[src/rtl/wt_dcache_rd_arb.sv]
// Read-port arbiter for the write-through dcache tag/data arrays.
// High-prio ports share the port round-robin, low-prio ports fill idle cycles or are forced in after a starvation window.
module wt_dcache_rd_arb #(
    parameter int unsigned NumPorts    = 3,
    parameter int unsigned StarveLimit = 8
) (
    input  logic                        clk_i,
    input  logic                        rst_i,
    input  logic [NumPorts-1:0]         rd_req_i,
    input  logic [NumPorts-1:0]         rd_prio_i,
    input  logic                        wr_cl_vld_i,
    output logic [NumPorts-1:0]         rd_ack_o,
    output logic [$clog2(NumPorts)-1:0] rd_gnt_idx_o,
    output logic                        rd_gnt_vld_o,
    output logic                        rd_own_vld_o,
    output logic [$clog2(NumPorts)-1:0] rd_own_idx_o,
    output logic                        starve_o
);

    localparam int unsigned IdxW = $clog2(NumPorts);
    localparam int unsigned CntW = $clog2(StarveLimit + 1);
    localparam logic [IdxW-1:0] LastIdx = IdxW'(NumPorts - 1);
    localparam logic [CntW-1:0] CntMax  = CntW'(StarveLimit);

    // Handshake: a requester holds rd_req_i until it sees its rd_ack_o bit in the
    // same cycle; the array data for that grant belongs to rd_own_idx_o one cycle later.

    logic [IdxW-1:0]     r_hi_ptr;
    logic [IdxW-1:0]     r_lo_ptr;
    logic [CntW-1:0]     r_starve_cnt;
    logic                r_own_vld;
    logic [IdxW-1:0]     r_own_idx;

    logic [NumPorts-1:0] w_hi_req;
    logic [NumPorts-1:0] w_lo_req;
    logic                w_hi_any;
    logic                w_lo_any;
    logic [IdxW:0]       w_hi_pick;
    logic [IdxW:0]       w_lo_pick;
    logic                w_starved;
    logic                w_gnt_vld;
    logic                w_gnt_lo;
    logic [IdxW-1:0]     w_gnt_idx;
    logic [IdxW-1:0]     w_ptr_next;

    // Returns {found, index} of the first set bit of mask at or after ptr, wrapping.
    function automatic logic [IdxW:0] rr_pick(input logic [NumPorts-1:0] mask,
                                              input logic [IdxW-1:0]     ptr);
        logic          found;
        logic [IdxW:0] res;
        int            j;
        found = 1'b0;
        res   = '0;
        for (int k = 0; k < int'(NumPorts); k++) begin
            j = int'(ptr) + k;
            if (j >= int'(NumPorts)) begin
                j = j - int'(NumPorts);
            end
            if (!found && mask[j]) begin
                found = 1'b1;
                res   = {1'b1, j[IdxW-1:0]};
            end
        end
        return res;
    endfunction

    assign w_hi_req  = rd_req_i & rd_prio_i;
    assign w_lo_req  = rd_req_i & ~rd_prio_i;
    assign w_hi_any  = |w_hi_req;
    assign w_lo_any  = |w_lo_req;
    assign w_hi_pick = rr_pick(w_hi_req, r_hi_ptr);
    assign w_lo_pick = rr_pick(w_lo_req, r_lo_ptr);
    assign w_starved = (r_starve_cnt == CntMax);

    // A refill owns the array outright, even over a saturated starvation counter.
    always_comb begin
        w_gnt_vld = 1'b0;
        w_gnt_lo  = 1'b0;
        w_gnt_idx = '0;
        if (!wr_cl_vld_i) begin
            if (w_starved && w_lo_any) begin
                w_gnt_vld = 1'b1;
                w_gnt_lo  = 1'b1;
                w_gnt_idx = w_lo_pick[IdxW-1:0];
            end else if (w_hi_any) begin
                w_gnt_vld = 1'b1;
                w_gnt_idx = w_hi_pick[IdxW-1:0];
            end else if (w_lo_any) begin
                w_gnt_vld = 1'b1;
                w_gnt_lo  = 1'b1;
                w_gnt_idx = w_lo_pick[IdxW-1:0];
            end
        end
    end

    assign w_ptr_next = (w_gnt_idx == LastIdx) ? '0 : w_gnt_idx + IdxW'(1);

    always_ff @(posedge clk_i) begin
        if (rst_i) begin
            r_hi_ptr <= '0;
            r_lo_ptr <= '0;
        end else if (w_gnt_vld) begin
            if (w_gnt_lo) begin
                r_lo_ptr <= w_ptr_next;
            end else begin
                r_hi_ptr <= w_ptr_next;
            end
        end
    end

    // Counts cycles a pending low-prio request loses, including refill-blocked cycles.
    always_ff @(posedge clk_i) begin
        if (rst_i) begin
            r_starve_cnt <= '0;
        end else if (!w_lo_any || (w_gnt_vld && w_gnt_lo)) begin
            r_starve_cnt <= '0;
        end else if (!w_starved) begin
            r_starve_cnt <= r_starve_cnt + CntW'(1);
        end
    end

    always_ff @(posedge clk_i) begin
        if (rst_i) begin
            r_own_vld <= 1'b0;
            r_own_idx <= '0;
        end else begin
            r_own_vld <= w_gnt_vld;
            r_own_idx <= w_gnt_idx;
        end
    end

    assign rd_ack_o     = w_gnt_vld ? (NumPorts'(1) << w_gnt_idx) : '0;
    assign rd_gnt_idx_o = w_gnt_idx;
    assign rd_gnt_vld_o = w_gnt_vld;
    assign rd_own_vld_o = r_own_vld;
    assign rd_own_idx_o = r_own_idx;
    assign starve_o     = w_starved;

endmodule

[config.mk]
export PLATFORM = sky130hd
export DESIGN_NAME = wt_dcache_rd_arb
export DESIGN_NICKNAME = d
export VERILOG_FILES = /design/src/rtl/wt_dcache_rd_arb.sv
export SDC_FILE = /design/constraint.sdc
export NUM_CORES = 1
export LEC_CHECK = 0
export ABC_CLOCK_PERIOD_IN_PS = 2430
export CAP_MARGIN = 25
export CORE_MARGIN = 4
export CORE_UTILIZATION = 48
export DETAILED_ROUTE_END_ITERATION = 10
export MAX_ROUTING_LAYER = met4
export PLACE_DENSITY = 0.75
export SLEW_MARGIN = 10
export SYNTH_ARGS = -nofsm -noshare
export SYNTH_HDL_FRONTEND = slang
export SYNTH_SLANG_ARGS = --single-unit
[constraint.sdc]
create_clock -name clk_i -period 2.43 [get_ports clk_i]
set_input_delay 0.243 -clock clk_i [delete_from_list [all_inputs] [get_ports clk_i]]
set_output_delay 0.243 -clock clk_i [all_outputs]
set_load 0.01 [all_outputs]
==> results.toml <==
[logic_synthesis]
ys_types = 36
ys_seq_elements = 11
synth_fp_nets = 106
post_synth.cell_area_avg_um2 = 8.841
yosysWarningCount = 0
netlist_instances = 91
ys_seq_area_share_pct = 27.37
syn_area_um2 = 804.5

[drt]
dr_wl_met2_um = 1074
wl_met3_um = 76
routed.top_layer = "met4"
antenna_left = 0
viasPerCell = 5.482
vias = 773
drc = 0
first_pass_iters = 4
drt_wl_total_um = 2120
wl_per_cell_um = 15.04
wl_met1_um = 916
drt_iter0_markers = 6

[place]
dpl_worst_slack_ns = -0.1551
dp_hpwl_um = 1637
gp_congestion = 0.7924
io_buffers = 18

[die]
start_util_pct = 52.19
fp.dieArea_um2 = 2395
pin_count = 19
die_w_um = 48.94
die_height_um = 48.94
rows = 14
fp.coreArea_um2 = 1541

[clock_network]
ctsHoldBuffers = 0
root_buffer = "clkbuf_4"
clock-sinks = 11
clk_pin_slew_ns = 0.08
htreeDepth = 1
cts_tree = "built"
clockBufferDepth = 2
numCtsBuffers = 3
clk_latency_ns = 0.28

[pwr]
p_sw_uw = 161.8
p_seq_share_pct = 38.6
combinationalPowerShare_pct = 35.6
internal_power_uw = 345.6
ir_worst_vdd_mv = 0.3025
finalPower_uw = 507.3
power_density_nw_per_um2 = 430.4
clock_power_share_pct = 25.9
p_leak_uw = 0.0004756
p_sw_share_pct = 31.88

[worst_setup_path]
cp_slowest_cell = "dfxtp_2"
startpoint_type = "register"
critical_path_buf_inv_count = 3
path_class = "register to output pin"
cp_top_family = "adder cells"
crit_chain = "inv_2 > ha_4 > buf_4 > maj3_2 > o21ai_4 > o32ai_4 > nor2b_1 > dlygate4sd2_1"
cp_max_fo = 4
arrival_ns = 2.06
cp_slowest_stage_delay_ns = 0.34
cp-end-kind = "output pin"
required_ns = 2.19

[outcome]
status = "complete, no violations"

[grt]
grt_pass1_wl_um = 3767
grt_overflow = 0
antenna_found_initial = 0
grtUsageTotal_pct = 20.46
grt_pass1_vias = 851
grt_max_degree = 11

[cells_and_area]
drive_above_1_share_pct = 31.20
syn_to_final_growth_pct = 46.50
fin_util_pct = 76.46
antenna_cells = 0
layout.nets = 141

[timing]
skew_ns = 0.01023
tightest_slew_ns = 0.4426
slew_headroom_pct = 70.29
setup-tns-final_ns = 0
period_share_pct = 94.95
setup_viol = 0
period_minus_slack_ns = 2.307
hold_viol = 0
max_freq_mhz = 433.4
finalMaxSlewViolations = 0
fin_ws_ns = 0.1228
rsz0062_at_grt = "no"

[min_path]
hold_path_class = "register to register"

[run]
drv_cap = 0
-- layout by cell type, fill, tap and decap left out, types with 2 or more instances in the layout --
cell type and count:
clkdlybuf4s50_1 13, xnor2_1 2, ha_1 4, o41ai_2 2, inv_1 7, dlygate4sd2_1 3
nand2b_1 3, clkbuf_4 3, or3_1 4, nand3_1 3, a21oi_1 4, dfxtp_1 9
buf_4 12, o31ai_1 2, a31oi_1 2, nor3_2 4, dfxtp_2 2, nand2_1 8
nor2b_1 3, nor2_1 4, or2_1 3
-- cell type report --
| class | instances | area, µm² |
|---|---|---|
| Timing Repair Buffer | 31 | 267.8 |
| Sequential cell | 11 | 222.7 |
| Fill cell | 118 | 362.8 |
| Clock buffer | 4 | 26.28 |
| Inverter | 9 | 36.28 |
| Tap cell | 16 | 20.02 |
| Multi-Input combinational cell | 70 | 605.6 |
-- worst paths after layout --
path | start | end | slack [ns] | cells past startpoint
min reg2reg | r_lo_ptr[1]$_SDFFE_PP0P_ | r_lo_ptr[1]$_SDFFE_PP0P_ | 0.50 | 2
max reg2reg | r_hi_ptr[0]$_SDFFE_PP0P_ | r_hi_ptr[0]$_SDFFE_PP0P_ | 0.42 | 9
min | r_lo_ptr[1]$_SDFFE_PP0P_ | r_lo_ptr[1]$_SDFFE_PP0P_ | 0.50 | 2
max | r_hi_ptr[0]$_SDFFE_PP0P_ | rd_ack_o[1] | 0.12 | 8
-- repair_timing --
action                                  CTS  global route
setup buffers                             1             0
pin swaps                                 2             1
resized for setup                        16             8
endpoints found under the setup margin    5             3
endpoints found under the hold margin     0             0
-- state kept, by name (all words and copies together), names as in the netlist --
name and cells:
rd_own_vld_o 1, r_lo_ptr 2, rd_own_idx_o 2, r_hi_ptr 2, r_starve_cnt 4
-- power groups by stage --
stage	sequential (µW)	combinational, µW	clock (µW)
6_report	196	181	131
4_1_cts	195	175	131
3_5_place_dp	199	163	0
3_3_place_gp	198	158	0
5_1_grt	197	198	145
2_1_floorplan	199	89.1	0
-- Yosys cell counts --
library cell  instances  share of area [%]
or2_1                 3                2.3
a311oi_1              1                1.1
or3_1                 4                3.1
maj3_2                1                1.4
nor2b_1               3                2.3
o22a_4                1                2.2
maj3_1                1                1.2
or4_1                 1               0.93
nor3_2                2                2.5
clkbuf_1              1               0.47
a21oi_1               5                3.1
and3_1                1               0.78
nand2b_1              3                2.3
inv_1                 8                3.7
a31oi_4               1                2.6
o21ai_2               1                1.1
nand3_1               3                1.9
nand2_1               8                3.7
o41ai_2               2                4.0
a31oi_1               2                1.6
xor2_1                1                1.1
xnor2_1               2                2.2
nor2_1                5                2.3
a21o_1                1               0.93
ha_1                  6                9.3
o32ai_2               1                2.0
mux2_1                1                1.4
nor3_1                3                1.9
nor3b_1               1               0.93
dfxtp_1              11                 27
nand3b_4              1                2.5
o31ai_1               2                1.9
nor4_1                1               0.78
a22o_1                1                1.1
o22a_1                1                1.1
inv_4                 1               0.78
-- kinds of logic after synthesis --
group                    count (synthesis)  synth area share [%]
AO/OA/AOI/OAI                           19                 22.71
XOR/XNOR                                 3                 3.267
adder cells (fa/ha/maj)                  8                 11.97
buffers and inverters                   10                 4.977
flip-flops                              11                 27.37
multiplexers                             1                 1.400
AND/OR/NAND/NOR                         39                 28.31
-- metrics by stage --
stage	hold slack (ns)	instance area (µm²)	cells
3_5_place_dp	0.4930	1091	136
2_1_floorplan	0.3191	804.5	91
6_report	0.5020	1179	141
5_1_grt	0.5591	1179	141
4_1_cts	0.5024	1166	141
3_3_place_gp	0.4599	1091	136
-- tightest hold or removal path, delay by kind of cell, from the launching register on --
kind,cells,cell delay [ns]
AO/OA/AOI/OAI,1,0.06
flip-flops,1,0.34
AND/OR/NAND/NOR,1,0.06
-- per-layer routing --
metal | GRT usage, % | vias to the layer above
li1 | - | 395
met1 | 22.24 | 355
met2 | 35.65 | 16
met3 | 4.587 | 7
met4 | 8.072 | 0
met5 | - | -
No activity file was read; power rests on OpenSTA's default activity.
